### src/rtl/board_pkg.sv
`default_nettype none
// ============================================================================
//  Module   : board_pkg
//  Purpose  : Shared checkers-board definitions (nibble layout, response
//             codes, controller states, initial board, square indexing).
//             Also used by the board renderer.
//  Revision : 1.0 - initial release
// ============================================================================
package board_pkg;

  // Bit positions inside a 4-bit square nibble (bit3 is reserved, always 0)
  localparam int BIT_OCC  = 0;
  localparam int BIT_RED  = 1;
  localparam int BIT_KING = 2;

  // Move response codes
  localparam logic [1:0] RESP_STEP    = 2'b00;
  localparam logic [1:0] RESP_CAPTURE = 2'b01;
  localparam logic [1:0] RESP_ILLEGAL = 2'b10;
  localparam logic [1:0] RESP_OVER    = 2'b11;

  // Controller states
  typedef logic [1:0] fsm_state_t;
  localparam fsm_state_t ST_IDLE  = 2'd0;
  localparam fsm_state_t ST_CHECK = 2'd1;
  localparam fsm_state_t ST_EXEC  = 2'd2;
  localparam fsm_state_t ST_RESP  = 2'd3;

  // Start position: red men on rows 0-2, green men on rows 5-7, dark squares
  // only. Written row 7 first, each row as col7..col0.
  localparam logic [255:0] INIT_BOARD =
    256'h10101010_01010101_10101010_00000000_00000000_03030303_30303030_03030303;

  // Square number; the nibble for a square starts at bit 4*sq_idx
  function automatic logic [5:0] sq_idx(input logic [2:0] col, input logic [2:0] row);
    return {row, col};
  endfunction

endpackage
`default_nettype wire

### src/rtl/board_move_ctrl_move_checker.sv
`default_nettype none
// ============================================================================
//  Module   : move_checker
//  Purpose  : Combinational legality check of one checkers move against the
//             current board; also reports capture, midpoint and promotion.
//  Revision : 1.0 - initial release
// ============================================================================
module move_checker
  import board_pkg::*;
#(
  parameter bit PROMOTE_EN = 1'b1
) (
  input  logic [255:0] board,
  input  logic [2:0]   from_col,
  input  logic [2:0]   from_row,
  input  logic [2:0]   to_col,
  input  logic [2:0]   to_row,
  input  logic         turn,
  output logic         legal,
  output logic         is_capture,
  output logic [5:0]   mid_idx,
  output logic         promote
);

  logic [5:0] from_idx;
  logic [5:0] to_idx;
  logic [3:0] dr;       // two's complement, bit3 is the sign
  logic [3:0] dc;
  logic [3:0] adr;
  logic [3:0] adc;
  logic [2:0] mid_col;
  logic [2:0] mid_row;
  logic       src_occ, src_red, src_king;
  logic       dst_occ;
  logic       mid_occ, mid_red;
  logic       geom_ok, dir_ok, jump_ok;

  assign from_idx = sq_idx(from_col, from_row);
  assign to_idx   = sq_idx(to_col, to_row);

  assign dr  = {1'b0, to_row} - {1'b0, from_row};
  assign dc  = {1'b0, to_col} - {1'b0, from_col};
  assign adr = dr[3] ? (4'd0 - dr) : dr;
  assign adc = dc[3] ? (4'd0 - dc) : dc;

  // Midpoint of a jump is one square from the source along each delta's sign
  assign mid_col = from_col + {dc[3], dc[3], 1'b1};
  assign mid_row = from_row + {dr[3], dr[3], 1'b1};
  assign mid_idx = sq_idx(mid_col, mid_row);

  assign src_occ  = board[{from_idx, 2'(BIT_OCC)}];
  assign src_red  = board[{from_idx, 2'(BIT_RED)}];
  assign src_king = board[{from_idx, 2'(BIT_KING)}];
  assign dst_occ  = board[{to_idx, 2'(BIT_OCC)}];
  assign mid_occ  = board[{mid_idx, 2'(BIT_OCC)}];
  assign mid_red  = board[{mid_idx, 2'(BIT_RED)}];

  // Diagonal of length 1 or 2 (this also rejects source == destination)
  assign geom_ok    = (adr == adc) && ((adr == 4'd1) || (adr == 4'd2));
  assign is_capture = (adr == 4'd2);
  // Men advance only: red towards row 7, green towards row 0
  assign dir_ok     = src_king || (turn ? !dr[3] : dr[3]);
  assign jump_ok    = !is_capture || (mid_occ && (mid_red != turn));

  assign legal = src_occ && (src_red == turn) && !dst_occ && geom_ok && dir_ok && jump_ok;

  assign promote = PROMOTE_EN && (turn ? (to_row == 3'd7) : (to_row == 3'd0));

endmodule
`default_nettype wire

### src/rtl/board_move_ctrl.sv
`default_nettype none
// ============================================================================
//  Module   : board_move_ctrl
//  Purpose  : Owns the checkers board buffer, accepts moves over valid/ready,
//             validates and applies them, tracks counts, turn and game over.
//  Revision : 1.0 - initial release
// ============================================================================
module board_move_ctrl
  import board_pkg::*;
#(
  parameter logic FIRST_TURN = 1'b1,
  parameter bit   PROMOTE_EN = 1'b1
) (
  input  logic         clk,
  input  logic         reset_n,
  input  logic         new_game,
  input  logic         move_valid,
  output logic         move_ready,
  input  logic [2:0]   from_col,
  input  logic [2:0]   from_row,
  input  logic [2:0]   to_col,
  input  logic [2:0]   to_row,
  output logic         resp_valid,
  output logic [1:0]   resp_code,
  output logic [255:0] board_buffer,
  output logic         turn,
  output logic [3:0]   red_count,
  output logic [3:0]   green_count,
  output logic         game_over,
  output logic         winner
);

  fsm_state_t   state;
  logic [2:0]   fc_q, fr_q, tc_q, tr_q;
  logic [255:0] board;
  logic         turn_q;
  logic [3:0]   red_cnt, green_cnt;
  logic         over_q, winner_q;
  logic [1:0]   code_q;

  logic         legal, is_capture, promote;
  logic [5:0]   mid_idx;
  logic [5:0]   from_idx, to_idx;
  logic [2:0]   moved;
  logic [255:0] board_next;
  logic [3:0]   opp_cnt, opp_cnt_next;

  move_checker #(
    .PROMOTE_EN (PROMOTE_EN)
  ) u_checker (
    .board      (board),
    .from_col   (fc_q),
    .from_row   (fr_q),
    .to_col     (tc_q),
    .to_row     (tr_q),
    .turn       (turn_q),
    .legal      (legal),
    .is_capture (is_capture),
    .mid_idx    (mid_idx),
    .promote    (promote)
  );

  assign from_idx = sq_idx(fc_q, fr_q);
  assign to_idx   = sq_idx(tc_q, tr_q);
  assign moved    = board[{from_idx, 2'b00} +: 3];

  // Opponent of the mover loses a piece on a capture; never wraps below 0
  assign opp_cnt      = turn_q ? green_cnt : red_cnt;
  assign opp_cnt_next = (opp_cnt == 4'd0) ? 4'd0 : (opp_cnt - 4'd1);

  // Board after the latched move: piece relocated, jumped piece removed, crown applied
  always_comb begin
    board_next = board;
    board_next[{from_idx, 2'b00} +: 4] = 4'b0000;
    if (is_capture) begin
      board_next[{mid_idx, 2'b00} +: 4] = 4'b0000;
    end
    board_next[{to_idx, 2'b00} +: 4] = {1'b0, moved[BIT_KING] | promote, moved[BIT_RED], moved[BIT_OCC]};
  end

  // Move sequencing; new_game reloads everything and drops any move in flight
  always_ff @(posedge clk or negedge reset_n) begin
    if (!reset_n) begin
      state     <= ST_IDLE;
      board     <= INIT_BOARD;
      turn_q    <= FIRST_TURN;
      red_cnt   <= 4'd12;
      green_cnt <= 4'd12;
      over_q    <= 1'b0;
      winner_q  <= 1'b0;
      code_q    <= RESP_STEP;
      fc_q      <= 3'd0;
      fr_q      <= 3'd0;
      tc_q      <= 3'd0;
      tr_q      <= 3'd0;
    end else if (new_game) begin
      state     <= ST_IDLE;
      board     <= INIT_BOARD;
      turn_q    <= FIRST_TURN;
      red_cnt   <= 4'd12;
      green_cnt <= 4'd12;
      over_q    <= 1'b0;
      winner_q  <= 1'b0;
      code_q    <= RESP_STEP;
    end else begin
      case (state)
        ST_IDLE: begin
          if (move_valid) begin
            fc_q  <= from_col;
            fr_q  <= from_row;
            tc_q  <= to_col;
            tr_q  <= to_row;
            state <= ST_CHECK;
          end
        end
        ST_CHECK: begin
          if (over_q) begin
            code_q <= RESP_OVER;
            state  <= ST_RESP;
          end else if (legal) begin
            state  <= ST_EXEC;
          end else begin
            code_q <= RESP_ILLEGAL;
            state  <= ST_RESP;
          end
        end
        ST_EXEC: begin
          board <= board_next;
          if (is_capture) begin
            if (turn_q) begin
              green_cnt <= opp_cnt_next;
            end else begin
              red_cnt <= opp_cnt_next;
            end
            if (opp_cnt_next == 4'd0) begin
              over_q   <= 1'b1;
              winner_q <= turn_q;
            end
            code_q <= RESP_CAPTURE;
          end else begin
            code_q <= RESP_STEP;
          end
          turn_q <= ~turn_q;
          state  <= ST_RESP;
        end
        ST_RESP: begin
          state <= ST_IDLE;
        end
        default: begin
          state <= ST_IDLE;
        end
      endcase
    end
  end

  assign move_ready   = (state == ST_IDLE);
  assign resp_valid   = (state == ST_RESP);
  assign resp_code    = code_q;
  assign board_buffer = board;
  assign turn         = turn_q;
  assign red_count    = red_cnt;
  assign green_count  = green_cnt;
  assign game_over    = over_q;
  assign winner       = winner_q;

endmodule
`default_nettype wire

### config.mk
export PLATFORM = sky130hd
export DESIGN_NAME = board_move_ctrl
export DESIGN_NICKNAME = d
export VERILOG_FILES = /design/src/rtl/board_pkg.sv /design/src/rtl/board_move_ctrl_move_checker.sv /design/src/rtl/board_move_ctrl.sv
export SDC_FILE = /design/constraint.sdc
export NUM_CORES = 1
export LEC_CHECK = 0
export CORE_MARGIN = 3
export CORE_UTILIZATION = 55
export DETAILED_ROUTE_END_ITERATION = 6
export GPL_TIMING_DRIVEN = 0
export PLACE_DENSITY = 0.82
export REMOVE_ABC_BUFFERS = 1
export SLEW_MARGIN = 20
export SYNTH_ARGS = -nofsm -noshare
export SYNTH_HDL_FRONTEND = slang
export SYNTH_SLANG_ARGS = --single-unit
### constraint.sdc
create_clock -name clk -period 6.3 [get_ports clk]
set_input_delay 1.26 -clock clk [delete_from_list [all_inputs] [get_ports clk]]
set_output_delay 1.26 -clock clk [all_outputs]
set_load 0.005 [all_outputs]
==> summary.md, run 1 <==
| Metric | Value |
|---|---|
| # IOs | `287` |
| Setup Crit Path Kind | `register to register` |
| Sequential element share of the synthesized area | `0.412` |
| Clock power frac | `0.171` |
| WP buf/inv | `2` |
| Antenna viol nets, final | `0` |
| Flop pwr share | `0.215` |
| H-tree Lvls | `1` |
| Max Cap Viol | `0` |
| Internal | `5.08 mW` |
| Total die area | `33600 um^2` |
| Post-DP HPWL | `about 55000 um` |
| Share of layout cells above drive strength 1 | `0.150` |
| Clock Skews | `0.0141 ns` |
| Sequential Area | `7150 um^2` |
| Fillers | `2206` |
| Placement Cell Area | `approximately 21000 um^2` |
| Nets | `1933` |
| Sw Pwr | `~5.5 mW` |
| Post-synthesis xor/xnor area fraction | `0.0106` |
| CTS tree | `done` |
| Lkg Pwr | `8.79 nW` |
| Drt drc | `0` |
| Skew-Pair Late Insertion Delay | `around 0.58 ns` |
| Number of global-route vias before repair | `16670` |
| Synth unique cells | `85` |
| Most frequent cell after synthesis | `dfrtp_1` |
| Final Instance Area | `roughly 22000 um^2` |
| Min Tclk post-route | `6.12 ns` |
| Hold WC Path Type | `register to register` |
| Final GP Congestion | `1.13` |
| Post-Route WL | `76600 um` |
| Area growth syn-to-layout | `25.5%` |
| Post-synthesis mux area share | `0.168` |
| Resized cells post-CTS | `0` |
| Setup tns final | `0 ns` |
| Post-CTS Hold Buffers | `0` |
| Multi-input gate area | `9590 um^2` |
| Util after Layout | `0.705` |
| Post-Syn Area | `17300 um^2` |
| Crit path max-delay cell type | `ha_1` |
| Max Slew Vio Count | `0` |
| Worst VDD drop | `0.384 mV` |
| Initial Util | `0.561` |
| Hold Fails Final Rpt | `0` |
| Drt pass-1 iters | `6` |
| Post-synth EDFFs | `0` |
| Placed Cells | `2252` |
| Buffer depth of the longest clock path | `3` |
| CTS sink cnt | `283` |
| Setup bufs post-CTS | `0` |
| Core Box Area | `30800 um^2` |
| Period utilization | `0.972` |
| Ranking of synthesized cells by area | `dfrtp_1, mux4_2, dfstp_2` |
| Site Rows | `64` |
| Post-synth ARST share | `1.00` |
| Post-synthesis simple-gate area fraction | `0.158` |
| Main synth FF type | `dfrtp_1` |
| CP cell instances | `buf_16, inv_1, ha_1, nor2_1, a21o_1, xnor2_1, ha_1, o2111ai_2, xor2_1, nand2_1, nor2_1, o21ai_0, a22oi_1, nor2_1` |
| Slowest stage delay, CP | `0.94 ns` |
| Clock root buffer | `clkbuf_16` |
| Die Height | `about 180 um` |
| Comb pwr share | `0.613` |
| Vias per cell | `between 7 and 8` |
| Total GRT Usage | `0.450` |
| Slew @ Worst Pin | `1.23 ns` |
| Fraction of the mapped netlist area in adder cells | `0.0230` |
| Maximum clock rate | `0.163 GHz` |
| Synth top area share | `0.350` |
| Die X-Extent | `183 um` |
| Final setup fails | `0` |
| DR iter-0 viols | `2925` |
| Final setup margin | `roughly 0.18 ns` |
| Slew headroom | `0.178` |
| Delay-heaviest family, CP | `compound AO/OA/AOI/OAI gates` |
| First-pass GRT wire length | `approximately 110000 um` |
| Pwr Total | `about 11 mW` |
| Critical Path Source Type | `register` |
| Main combinational cell family by area after synthesis | `compound AO/OA/AOI/OAI gates` |
| Worst-path clk slew | `about 0.06 ns` |
| Worst EP required | `6.81 ns` |
| Most frequent CP cell | `nor2_1` |
| Port Buffers | `286` |
| Post-place setup slack | `0.395 ns` |
| CP Capture Type | `register` |
| Post-Syn Area per Cell | `approximately 10 um^2` |
| Via count | `17183` |
| Switch share | `0.521` |
| Mapped Cells | `between 1500 and 2000` |
| Largest net degree at the start of global routing | `102` |
| FF+latch count, synth | `283` |
| WL/cell | `33.2 um` |
| Grt total ovfl | `0` |
| Synth area leader | `dfrtp_1` |
| Unrepaired setup endpoints after global routing | `no` |
| WHS | `0.485 ns` |
| Post-Layout Cell Count | `2306` |
| Compound-cell area share of the yosys netlist | `0.188` |
| Status | `complete, no violations` |
| Largest fanout on the critical path | `46` |
| WP data arrival | `6.63 ns` |
| Initial antenna violation count | `2` |
| Synth warn | `0` |
| Synth cell count leaders | `dfrtp_1, nor2_1, nand2_1` |
| Total CTS buffers | `29` |
| Pwr/cell area | `approximately 490 nW/um^2` |
[final timing paths]
check | start | endpoint | slack [ns] | cells past startpoint
setup / recovery | fc_q[2]$_DFFE_PN0P_ | board_buffer[174]$_DFFE_PN0N_ | 0.18 | 14
hold / removal | board_buffer[79]$_DFFE_PN0N_ | board_buffer[79]$_DFFE_PN0N_ | 0.49 | 1
setup reg to reg | fc_q[2]$_DFFE_PN0P_ | board_buffer[174]$_DFFE_PN0N_ | 0.18 | 14
hold reg to reg | board_buffer[79]$_DFFE_PN0N_ | board_buffer[79]$_DFFE_PN0N_ | 0.49 | 1
max in group asynchronous | reset_n | board_buffer[180]$_DFFE_PN1N_ | 4.60 | 3
min in group asynchronous | reset_n | green_count[1]$_DFFE_PN0P_ | 0.59 | 1
[flip-flops by register name, summed over array words and instances (netlist names)]
name	flops
board_buffer	256
red_count	4
green_count	4
tr_q	3
game_over	1
fc_q	3
winner	1
fr_q	3
state	2
resp_code	2
tc_q	3
turn	1
[kinds of logic after synthesis]
family	count (synthesis)
muxes	163
DFF	283
AOI/OAI and AO/OA	435
xor gates and xnor gates	18
and+or+nand+nor	584
adders and majority gates	30
buffers and inverters	155
[power by group through the flow]
stage	clock network, mW	registers (mW)	logic (mW)
after floorplan	0	2.34	3.68
after detailed placement	0	2.29	6.13
after global placement	0	2.58	5.63
final	1.82	2.28	6.50
after global routing	1.89	2.29	6.65
after CTS	1.82	2.26	6.16
[placed cells by master (no fill, tap or decap), drive strengths merged, types with 7 or more instances in the layout]
cell type      Yosys  final
a21o               7      7
nor2             240    240
o31ai             23     23
nor4               7      7
and2              36     36
a21oi             52     52
clkinv             0      7
a211oi             9      9
xnor2             14     14
nand2b            12     12
buf               44     30
ha                27     27
nand3             38     38
mux4             100    100
dfstp             41     41
clkbuf            82     42
or2                9      9
clkdlybuf4s50      0    284
dfrtp            242    242
a22o              49     49
and3              50     50
o221ai            17     17
nand2            107    107
a221o             35     35
o22ai             31     31
mux2              24     24
o22a               9      9
o21ai             51     51
inv               29     30
nor2b             15     15
nor3              42     42
mux2i             39     39
a31oi              8      8
a32o               8      8
a22oi             93     93
[routing by layer]
metal | up-vias | wire length, um | track usage
met2 | 1579 | 33600 | 0.676
li1 | 6787 | - | -
met5 | - | 64 | 0.0114
met1 | 8499 | 27700 | 0.614
met4 | 4 | 4720 | 0.205
met3 | 314 | 10500 | 0.126
[layout make-up]
type | count | share of cell area
clock inverter | 11 | 0.00685
sequential | 283 | 0.329
clock buffer | 42 | 0.0389
multi-input combinational | 1230 | 0.442
inverter | 29 | 0.00513
antenna | 1 | 0.000115
tap | 396 | 0.0228
timing repair buffer | 314 | 0.155
Note: power is estimated with default switching activity, not from simulation.
==> run 2: changes to the inputs <==
--- a/config.mk
+++ b/config.mk
@@ -5,11 +5,13 @@
 export SDC_FILE = /design/constraint.sdc
 export NUM_CORES = 1
 export LEC_CHECK = 0
+export CELL_PAD_IN_SITES_DETAIL_PLACEMENT = 1
+export CELL_PAD_IN_SITES_GLOBAL_PLACEMENT = 1
 export CORE_MARGIN = 3
-export CORE_UTILIZATION = 55
+export CORE_UTILIZATION = 42
 export DETAILED_ROUTE_END_ITERATION = 6
 export GPL_TIMING_DRIVEN = 0
-export PLACE_DENSITY = 0.82
+export PLACE_DENSITY_LB_ADDON = 0.1
 export REMOVE_ABC_BUFFERS = 1
 export SLEW_MARGIN = 20
 export SYNTH_ARGS = -nofsm -noshare
==> summary.md, run 2 (same netlist as run 1, synthesis figures left out) <==
| Metric | Value |
|---|---|
| Port Buffers | `286` |
| Setup Crit Path Kind | `register to register` |
| Grt total ovfl | `0` |
| Nets | `1942` |
| WP data arrival | `between 6 and 7 ns` |
| Site Rows | `73` |
| Via count | `16952` |
| Total CTS buffers | `34` |
| Final GP Congestion | `approximately 1.0` |
| Post-CTS Hold Buffers | `0` |
| Max FFs per register | `256` |
| Skew-Pair Late Insertion Delay | `between 0.5 and 0.6 ns` |
| Commonest non-fill, non-tap cell in the layout | `clkdlybuf4s50_1` |
| WHS | `about 0.48 ns` |
| Slew headroom | `0.185` |
| Post-DP HPWL | `63100 um` |
| Drt pass-1 iters | `6` |
| Number of global-route vias before repair | `17545` |
| Drt drc | `0` |
| CP Capture Type | `register` |
| Slew @ Worst Pin | `1.22 ns` |
| Worst-path clk slew | `0.06 ns` |
| Post-place setup slack | `-0.0376 ns` |
| Post-Route WL | `86700 um` |
| First-pass GRT wire length | `126000 um` |
| # IOs | `287` |
| DR iter-0 viols | `~2100` |
| Clock Skews | `0.0262 ns` |
| Maximum clock rate | `around 0.16 GHz` |
| N_diodes | `0` |
| CTS tree | `done` |
| Min Tclk post-route | `~6.1 ns` |
| Total GRT Usage | `0.389` |
| Unrepaired setup endpoints after global routing | `no` |
| Die Height | `209 um` |
| WL/cell | `roughly 35 um` |
| Lkg Pwr | `just under 9 nW` |
| Total die area | `between 40000 and 50000 um^2` |
| Placement Cell Area | `20900 um^2` |
| Critical Path Source Type | `register` |
| Largest fanout on the critical path | `25` |
| Initial Util | `0.431` |
| Hold WC Path Type | `register to register` |
| Multi-input gate area | `roughly 9600 um^2` |
| Final Instance Area | `roughly 22000 um^2` |
| Max Slew Vio Count | `0` |
| Sequential Area | `around 7200 um^2` |
| Initial antenna violation count | `2` |
| Largest net degree at the start of global routing | `97` |
| Final setup fails | `0` |
| Clock root buffer | `clkbuf_16` |
| Vias per cell | `6.93` |
| H-tree Lvls | `2` |
| Most frequent cells in the layout | `clkdlybuf4s50_1, nor2_1, dfrtp_1, nand2_1, mux4_2` |
| Worst EP required | `6.72 ns` |
| Placed Cells | `2382` |
| Share of layout cells above drive strength 1 | `0.160` |
| Antenna viol nets, final | `0` |
| Status | `complete, no violations` |
| Period utilization | `0.974` |
| Buffer depth of the longest clock path | `3` |
| Post-Layout Cell Count | `2446` |
| Area growth syn-to-layout | `28.1%` |
| Fillers | `4302` |
| Pwr Total | `11.2 mW` |
| Core Box Area | `40200 um^2` |
| CTS sink cnt | `283` |
| Worst VDD drop | `about 0.4 mV` |
| Hold Fails Final Rpt | `0` |
| Final setup margin | `0.161 ns` |
| Max Cap Viol | `0` |
| Die X-Extent | `209 um` |
| Pwr/cell area | `507 nW/um^2` |
-- run 2: cell types whose count changed in the layout (fill, tap and decap cells not counted), moves of 3 or more --
cell        previous run  this run
clkbuf_16             29        35
clkbuf_8               7         4
clkinvlp_4             0         3
dfrtp_1              236       233
dfrtp_2                2         5
inv_6                  0         3
o21ai_0               47        44
o21ai_1                2         5
-- run 2: stage by stage --
step	setup TNS (ns)	utilization
after floorplan	-54.32	-
after global placement	-3412.99	0.504
after detailed placement	-0.0376	0.521
after CTS	0	0.550
after global routing	0	0.552
final	0	0.552
-- run 2: final timing paths --
path	startpoint	endpoint	slack, ns	cells after the start
worst max-delay path	fc_q[2]$_DFFE_PN0P_	board_buffer[103]$_DFFE_PN0N_	0.16	16
worst min-delay path	board_buffer[123]$_DFFE_PN0N_	board_buffer[123]$_DFFE_PN0N_	0.48	1
worst max register to register	fc_q[2]$_DFFE_PN0P_	board_buffer[103]$_DFFE_PN0N_	0.16	16
worst min register to register	board_buffer[123]$_DFFE_PN0N_	board_buffer[123]$_DFFE_PN0N_	0.48	1
max in group asynchronous	reset_n	board_buffer[180]$_DFFE_PN1N_	4.57	3
min in group asynchronous	reset_n	red_count[1]$_DFFE_PN0P_	0.56	1
-- run 2: area by class of cell --
type | instances | area share
clock inverters | 17 | 0.0103
clock buffers | 44 | 0.0428
well taps | 525 | 0.0296
flip-flops and latches | 283 | 0.323
inverters | 29 | 0.00502
repair buffers | 318 | 0.155
multi-input cells | 1230 | 0.434
-- run 2: critical path: stages, from the launching register on --
cell and delay [ns]:
dfrtp_4 0.61, buf_12 0.22, inv_1 0.42, ha_1 0.35, nor2_1 0.22, a21o_2 0.31, xnor2_1 0.25, ha_1 0.37
nor2_1 0.15, a211oi_2 0.61, o2111ai_2 0.29, xor2_1 0.27, o21a_1 0.27, nand2b_1 0.49, o21ai_0 0.64, a21oi_1 0.27
and2_1 0.22
-- run 2: report_power, final --
part	switching [mW]	internal, mW	total, mW
sequential	0.387	1.91	2.29
combinational	4.64	2.20	6.83
clock	0.842	1.28	2.12
-- run 2: what timing repair did --
item	in CTS	in global routing
setup buffers	0	3
hold endpoints to repair	0	0
endpoints found under the setup margin	1	94
gates resized for setup	1	11
pin swaps	0	1
-- run 2: layer usage --
layer  GRT usage  share of wire  up-vias
met4       0.189          0.057        2
met3      0.0904          0.099      283
met5           0        0.00015        -
li1            -              -     6813
met1       0.525           0.39     8767
met2       0.593           0.45     1087
